$ cat src/rtl/maxnet_sequencer.sv
// Iteration sequencer for the four-lane Maxnet winner-take-all datapath.
// It loads the operands, then repeats multiply / add / activate until the datapath
// reports a single surviving lane or the iteration budget runs out. abort cancels
// the run at any point.
// Every output is a registered Moore output. The next outputs are decoded from the
// next state, so each output register always matches the state register beside it.
module maxnet_sequencer #(
  parameter int unsigned MAX_ITER = 16,
  parameter int unsigned ITER_W   = 5
) (
  input  logic              clk,
  input  logic              rst,
  input  logic              start,
  input  logic              abort,
  input  logic              found,
  output logic              mainRegWrite,
  output logic              s1,
  output logic              s2,
  output logic              s3,
  output logic              s4,
  output logic              multWrite,
  output logic              addWrite,
  output logic              actWrite,
  output logic              busy,
  output logic              done,
  output logic              timeout,
  output logic [ITER_W-1:0] iter_count
);

  localparam logic [ITER_W-1:0] MaxIter = ITER_W'(MAX_ITER);

  typedef enum logic [2:0] {
    StIdle,
    StLoad,
    StMult,
    StAdd,
    StAct,
    StCheck,
    StFin
  } state_e;

  state_e            state_q, state_d;
  logic [ITER_W-1:0] iter_q, iter_d;
  logic              timeout_q, timeout_d;
  logic              main_wr_q, main_wr_d;
  logic              sel_q, sel_d;
  logic              mult_wr_q, mult_wr_d;
  logic              add_wr_q, add_wr_d;
  logic              act_wr_q, act_wr_d;
  logic              busy_q, busy_d;
  logic              done_q, done_d;

  // Next state, iteration count and timeout flag.
  always_comb begin
    state_d   = state_q;
    iter_d    = iter_q;
    timeout_d = timeout_q;
    if (abort && (state_q != StIdle)) begin
      // abort overrides every other transition and leaves iter_count and timeout as they are
      state_d = StIdle;
    end else begin
      unique case (state_q)
        StIdle: begin
          if (start) begin
            state_d   = StLoad;
            iter_d    = '0;
            timeout_d = 1'b0;
          end
        end
        StLoad:  state_d = StMult;
        StMult:  state_d = StAdd;
        StAdd:   state_d = StAct;
        StAct: begin
          state_d = StCheck;
          if (iter_q < MaxIter) begin
            iter_d = iter_q + 1'b1;
          end
        end
        StCheck: begin
          if (found) begin
            state_d = StFin;
          end else if (iter_q == MaxIter) begin
            state_d   = StFin;
            timeout_d = 1'b1;
          end else begin
            state_d = StMult;
          end
        end
        StFin:   state_d = StIdle;
        default: state_d = StIdle;
      endcase
    end
  end

  // Decode the outputs from the next state so that they are registered with it.
  always_comb begin
    main_wr_d = (state_d == StLoad) || (state_d == StAct);
    sel_d     = (state_d == StLoad);
    mult_wr_d = (state_d == StMult);
    add_wr_d  = (state_d == StAdd);
    act_wr_d  = (state_d == StAct);
    busy_d    = (state_d != StIdle);
    done_d    = (state_d == StFin);
  end

  // State and output registers; asynchronous reset clears every output immediately.
  always_ff @(posedge clk or negedge rst) begin
    if (!rst) begin
      state_q   <= StIdle;
      iter_q    <= '0;
      timeout_q <= 1'b0;
      main_wr_q <= 1'b0;
      sel_q     <= 1'b0;
      mult_wr_q <= 1'b0;
      add_wr_q  <= 1'b0;
      act_wr_q  <= 1'b0;
      busy_q    <= 1'b0;
      done_q    <= 1'b0;
    end else begin
      state_q   <= state_d;
      iter_q    <= iter_d;
      timeout_q <= timeout_d;
      main_wr_q <= main_wr_d;
      sel_q     <= sel_d;
      mult_wr_q <= mult_wr_d;
      add_wr_q  <= add_wr_d;
      act_wr_q  <= act_wr_d;
      busy_q    <= busy_d;
      done_q    <= done_d;
    end
  end

  assign mainRegWrite = main_wr_q;
  assign s1           = sel_q;
  assign s2           = sel_q;
  assign s3           = sel_q;
  assign s4           = sel_q;
  assign multWrite    = mult_wr_q;
  assign addWrite     = add_wr_q;
  assign actWrite     = act_wr_q;
  assign busy         = busy_q;
  assign done         = done_q;
  assign timeout      = timeout_q;
  assign iter_count   = iter_q;

endmodule

$ cat config.mk
export PLATFORM = sky130hd
export DESIGN_NAME = maxnet_sequencer
export DESIGN_NICKNAME = d
export VERILOG_FILES = /design/src/rtl/maxnet_sequencer.sv
export SDC_FILE = /design/constraint.sdc
export NUM_CORES = 1
export LEC_CHECK = 0
export CAP_MARGIN = 40
export CORE_MARGIN = 10
export CORE_UTILIZATION = 30
export DETAILED_ROUTE_END_ITERATION = 6
export GPL_TIMING_DRIVEN = 0
export HOLD_SLACK_MARGIN = 0.03
export PLACE_DENSITY_LB_ADDON = 0.1
export SKIP_LAST_GASP = 1
export SLEW_MARGIN = 20
export SYNTH_ARGS = -nofsm -noshare
export SYNTH_HDL_FRONTEND = slang
export SYNTH_SLANG_ARGS = --single-unit
$ cat constraint.sdc
create_clock -name clk -period 2.3 [get_ports clk]
set_clock_uncertainty 0.1 [all_clocks]
set_input_delay 0.575 -clock clk [delete_from_list [all_inputs] [get_ports clk]]
set_output_delay 0.575 -clock clk [all_outputs]
set_load 0.05 [all_outputs]
== After elaboration in Yosys (flattened, before gate mapping) ==
Index checks and enable logic that the tools add are counted.
Storage, ports and cells
  register bits after elaboration: 16
  bits of input ports: 5
  word-level logic and storage cells: 49
Operators by class
  add/subtract/negate cells: 1
  order comparisons: 1
  equality and inequality tests: 15
  multiplexer cells: 12
  bitwise operators: 1
  reductions and logical operators: 9
Operator list (number)
  $pmux W3 S6: 1
  $eq A3 B2 Y1 const B: 4
  $eq A3 B3 Y1 const B: 4
  $mux W3: 4
  $mux W5: 2
  $pmux W5 S2: 1
  $ne A2 B2 Y1 const B: 4
  $eq A3 B1 Y1 const B: 2
  $reduce_bool A3 Y1: 2
  $add A5 B1 Y5 const B: 1
  $eq A5 B5 Y1 const B: 1
  $lt A5 B5 Y1 const B: 1
  $reduce_and A5 Y1: 1
  $reduce_and A4 Y1: 1
  $reduce_bool A2 Y1: 2
  $logic_not A3 Y1: 1
  $mux W1: 3
  $pmux W1 S2: 1
  $logic_and A1 B1 Y1: 1
  $logic_or A1 B1 Y1: 1
  $not A1 Y1: 1

== Depth between registers and ports, before layout ==
Gate-level depths: netlist of the first run.
  depth in word-level cells: 7
  mapped depth: 6
  mapped depth without buffers: 5

== Least setup slack after synthesis of the first run ==
No wires, ideal clock.
  path type: register to register
  from: register iter_q[4] (netlist: iter_count[4])
  to: register timeout_q (netlist: timeout)
  arrival: 1505 ps
  slack: 629 ps
  cell stages (with the launch flop): 5
  path through: dfrtp_1 nor4bb_1 and3_1 nor3b_1 o21a_1
On the way
  word-level cells in the longest chain between the ends: 3
RTL lines
  start: declaration: RTL line 43  | logic [ITER_W-1:0] iter_q, iter_d;
  start signal: assignment: RTL line 121  | iter_q <= iter_d;
  $eq A5 B5 Y1: RTL line 82  | end else if (iter_q == MaxIter) begin
  $ne A2 B2 Y1 (no line)
  $reduce_and A5 Y1 (no line)
  end signal: assignment: RTL line 122  | timeout_q <= timeout_d;
  end: declaration: RTL line 44  | logic timeout_q, timeout_d;
Every way passes these cells.
A chain may end at the register's enable or synchronous reset.

== Worst setup path in the final report of the first run ==
  from: register iter_q[0] (netlist: iter_count[0])
  to: output port iter_count[0]
RTL lines
  end: declaration: RTL line 27  | output logic [ITER_W-1:0] iter_count
No word-level cell between the ends.

==> results of run 1 <==
==> metal layers <==
metal	global-route usage, %	part of all wire (%)	vias to the layer above
met5	0	0	-
met4	2.581	0.73	0
met3	3.444	9.6	2
met2	11.27	43	16
met1	7.899	47	301
li1	-	-	312
==> synthesized netlist by cell type <==
master    instances  area (um^2)
o21ai_1           1        5.000
o211ai_1          2        15.01
and3_1            1        6.260
inv_1             5        18.77
nor4bb_1          1        10.01
nor3b_4           1        18.77
nor2b_1           3        18.77
or4_1             1        7.510
dfrtp_1          16        400.4
buf_2             2        10.01
nor2_1            9        33.78
or2_2             1        6.260
a32o_1            1        10.01
nand2_2           1        6.260
buf_6             1        11.26
nand2b_1          2        12.51
buf_4             3        22.52
nand2_1           4        15.01
nor4b_1           1        8.760
o21ai_2           1        8.760
ha_1              2        25.02
mux2i_1           1        10.01
o21a_1            2        15.01
nor3b_1           2        15.01
o21ai_0           5        25.02
a211oi_1          1        7.510
xor2_1            1        8.760
a21oi_1           2        10.01
a21o_1            1        7.510
nand3_1           2        10.01
nor3_1            3        15.01
==> area by class of cell <==
| class | instances | area [um^2] | area share [%] |
|---|---|---|---|
| sequential | 16 | 400.4 | 37.51 |
| timing repair buffer | 20 | 212.7 | 19.93 |
| buffer | 6 | 43.79 | 4.103 |
| clock buffer | 3 | 22.52 | 2.110 |
| multi-input combinational | 52 | 331.6 | 31.07 |
| inverter | 5 | 18.77 | 1.759 |
| tap | 30 | 37.54 | 3.517 |
==> per-stage QoR <==
step                hold WS [ps]  instance area (um^2)
detailed placement         390.3                  1032
finish                     407.0                  1067
global placement           380.2                  1032
floorplan                  179.4                 794.5
global route               452.4                  1067
CTS                        418.5                  1055
==> cell families after synthesis <==
| family | synth area share (%) |
|---|---|
| AO/OA/AOI/OAI | 13.07 |
| adder cells (fa/ha/maj) | 3.149 |
| AND/OR/NAND/NOR | 23.15 |
| multiplexers | 1.260 |
| buffers and inverters | 7.874 |
| XOR/XNOR | 1.103 |
| flip-flops | 50.39 |
==> sequential cells by signal, summed over array words and instances (netlist names) <==
name and cells:
actWrite 1, addWrite 1, busy 1, done 1, iter_count 5, mainRegWrite 1
multWrite 1, s1 1, state_q 3, timeout 1
==> worst paths after layout <==
check | endpoint | slack [ps] | cells past startpoint
worst max-delay path | iter_count[0] | 60 | 1
worst min-delay path | timeout | 410 | 1
worst max register to register | mainRegWrite | 730 | 5
worst min register to register | timeout | 410 | 1
max in group asynchronous | state_q[1] | 1010 | 1
min in group asynchronous | iter_count[3] | 620 | 1
==> report_power, final <==
| group | switching [mW] | internal (mW) | total, mW |
|---|---|---|---|
| Sequential | 0.0323 | 0.347 | 0.379 |
| Combinational | 0.475 | 0.255 | 0.729 |
| Clock | 0.0843 | 0.0606 | 0.145 |
==> timing repair <==
action / CTS / global route
setup buffers: 0 / 0
hold endpoints to repair: 0 / 0
setup endpoints to repair: 0 / 5
resized for setup: 0 / 5
==> impl_metrics.toml, run 1 <==
[place]
hpwl_mm = 1.334
place.gp.congestion = 0.7594
numPlacedInstances = 129
post-place-ws_ps = 58.44
io_buffers = 20

[routing]
vias = 631
drtAntennaViolNets = 0
drc = 0
drtIter0Drc = 13
wl_per_cell_um = 13.45
avgViaCountPerCell = 4.780
dr.pass1.iters = 3
routed_wl_mm = 1.776

[sta]
worst_slew_pin_slew_ps = 734.7
tns_ps = 0
drv_slew = 0
slew_headroom_pct = 50.87
fin_crit_sh_pct = 97.21
layout_setup_ws_ps = 64.14
hold_viol = 0
fmaxAchievable_mhz = 447.3
period_needed_ps = 2236
setup_viol = 0
grt_setup_unrepaired = "false"

[worst_setup_path]
cp_data_arrival_time_ps = 1560
worstSetupStartpointType = "flip-flop"
required_ps = 1620
end_kind = "primary output"
crit_slowest_cell = "clkdlybuf4s50_1"
crit_chain = "clkdlybuf4s50_1"
critPathLaunch = "iter_count[0]"
path_max_fanout = 6
cpLargestDelayFamily = "buffers and inverters"
slowest_delay_ps = 840
critPathKind = "flip-flop to primary output"
rr_startpoint = "state_q[0]"
crit_buf_inv = 1

[global_route]
grt_max_degree = 17
grt_antenna_before_repair = 0
grt_usage_pct = 7.047
grt_pass1_wl_mm = 3.036
first_global_vias = 679
globalRoute.totalOverflow = 0

[die]
die_w_um = 71.46
io_pins = 21
dieArea_um2 = 5107
core_area_um2 = 2500
start_util_pct = 31.78
die_h_um = 71.46
rows = 18

[logic_synthesis]
ys_types = 31
ys_warn_count = 0
synth.avg_cell_area_um2 = 10.06
syn_area_um2 = 794.5
synthCells = 79
ys_ff_latch = 16
seq_area_frac_synth_pct = 50.39
synth_fp_nets = 86

[layout]
fillers = 262
fin_nets = 111
mostFrequentLayoutCell = "dfrtp_1"
stdcell_count = 132
final_cell_mix = "dfrtp_1 (16), clkdlybuf4s50_1 (15), nor2_1 (9)"
area_growth_pct = 34.33
drive_gt1_share_pct = 12.75
final_util_pct = 42.69
diodes = 0

[job]
maxCapViolations = 0

[clock_network]
tritoncts = "built"
worstSkewPairLatency_ps = 280
ctsHoldBuffers = 0
path_clk_slew_ps = 90
clkSinkCount = 16
cts_inserted_buffers = 3
h-tree-depth = 1
clock_path_buffers = 2
root_buffer = "clkbuf_4"

[hold_path]
hp-class = "flip-flop to flip-flop"
hold_start = "timeout"

[power]
vdd_drop_max_uv = 612.2
cellLeakagePower_nw = 0.5532
power_density_nw_per_um2 = 1175
power.total_mw = 1.254

[run_status]
status = "finished, final reports clean"
(Power assumes the default switching activity.)
==> run 2: changes to the inputs <==
CAP_MARGIN = 25   (was 40)
CTS_BUF_LIST = sky130_fd_sc_hd__clkbuf_2   (was default)
==> impl_metrics.toml, run 2 (synthesis results as in run 1) <==
[sta]
period_needed_ps = 2222
tns_ps = 0
fmaxAchievable_mhz = 450.0
worst_slew_pin_slew_ps = 733.2
hold_viol = 0
grt_setup_unrepaired = "false"
drv_slew = 0
setup_viol = 0
fin_crit_sh_pct = 96.62
slew_headroom_pct = 50.97

[routing]
drtAntennaViolNets = 0
vias = 629
drtIter0Drc = 13
drc = 0
dr.pass1.iters = 3
avgViaCountPerCell = 4.765
wl_per_cell_um = 13.43
routed_wl_mm = 1.773

[global_route]
grt_usage_pct = 7.075
grt_antenna_before_repair = 0
first_global_vias = 679
grt_max_degree = 17
grt_pass1_wl_mm = 3.042
globalRoute.totalOverflow = 0

[layout]
final_util_pct = 41.99
fillers = 266
final_cell_mix = "dfrtp_1 (16), clkdlybuf4s50_1 (13), nor2_1 (9), inv_1 (5), o21ai_0 (5)"
drive_gt1_share_pct = 12.75
fin_nets = 111
area_growth_pct = 32.13
mostFrequentLayoutCell = "dfrtp_1"
diodes = 0
largest_reg_flops = 5

[clock_network]
cts_inserted_buffers = 3
tritoncts = "built"
postCtsSetupBuffers = 0
worstSkewPairLatency_ps = 280
clock_path_buffers = 2
ctsHoldBuffers = 0
ctsResizeCount = 4
path_clk_slew_ps = 150
clkSinkCount = 16
root_buffer = "clkbuf_2"
h-tree-depth = 1

[die]
die_w_um = 71.46
die_h_um = 71.46
rows = 18
core_area_um2 = 2500
dieArea_um2 = 5107
io_pins = 21
start_util_pct = 31.78

[power]
power_density_nw_per_um2 = 1156
p_sw_mw = 0.5915
clock_power_share_pct = 9.9
switching_share_pct = 48.73
vdd_drop_max_uv = 572.0
p_int_mw = 0.6223
seqPwrFrac_pct = 31.2
cellLeakagePower_nw = 0.5411
p_comb_share_pct = 58.9

[worst_setup_path]
critPathKind = "flip-flop to primary output"
cp_data_arrival_time_ps = 1550
cpLargestDelayFamily = "buffers and inverters"
crit_slowest_cell = "clkdlybuf4s50_1"
crit_chain = "clkdlybuf4s50_1"
end_kind = "primary output"
required_ps = 1620
worstSetupStartpointType = "flip-flop"
crit_buf_inv = 1
slowest_delay_ps = 830
path_max_fanout = 5

[hold_path]
hp-class = "flip-flop to flip-flop"

[run_status]
status = "finished, final reports clean"

[place]
io_buffers = 20
hpwl_mm = 1.334
place.gp.congestion = 0.7594

[job]
maxCapViolations = 0
==> run 2: worst paths after layout <==
kind                                 endpoint          start  slack (ps)  cells after the start
worst max register to register   mainRegWrite     state_q[0]         720                      5
max in group asynchronous          state_q[1]            rst        1030                      1
worst max-delay path            iter_count[3]  iter_count[3]          80                      1
worst min register to register        timeout        timeout         420                      1
min in group asynchronous       iter_count[3]            rst         610                      1
worst min-delay path                  timeout        timeout         420                      1
==> run 2: power by group through the flow <==
stage	combinational (mW)	clock (mW)	sequential, mW
finish	0.715	0.120	0.378
global route	0.771	0.139	0.390
CTS	0.724	0.129	0.379
detailed placement	0.740	0	0.385
global placement	0.736	0	0.383
floorplan	0.346	0	0.560
==> run 2: final cells by class <==
class	count	area, um^2	area share, %
tap	30	37.54	3.576
clock buffer	3	15.01	1.430
timing repair buffer	20	202.7	19.31
multi-input combinational	52	331.6	31.59
buffer	6	43.79	4.172
inverter	5	18.77	1.788
sequential	16	400.4	38.14
==> run 2: per-stage QoR <==
step / worst slack (ps) / hold WS (ps) / instance area, um^2 / instances / power, mW
2_1_floorplan: 629.4 / 179.4 / 794.5 / 79 / 0.9059
3_3_place_gp: 69.61 / 380.2 / 1032 / 129 / 1.119
3_5_place_dp: 58.44 / 390.3 / 1032 / 129 / 1.125
4_1_cts: 14.58 / 431.5 / 1042 / 132 / 1.232
5_1_grt: 3.042 / 465.6 / 1050 / 132 / 1.300
6_report: 77.72 / 421.4 / 1050 / 132 / 1.214
==> run 2: routing by layer <==
metal	wire [um]	vias up	global-route usage (%)	share of wire (%)
li1	-	311	-	-
met2	755	16	11.27	43
met4	13	0	2.581	0.73
met5	0	-	0	0
met1	831	300	8.057	47
met3	172	2	3.306	9.7
==> run 3: changes to the inputs <==
CAP_MARGIN = 20   (was 25)
==> results of run 3 <==
Final layout, timing and power as in run 2 (identical DEF).
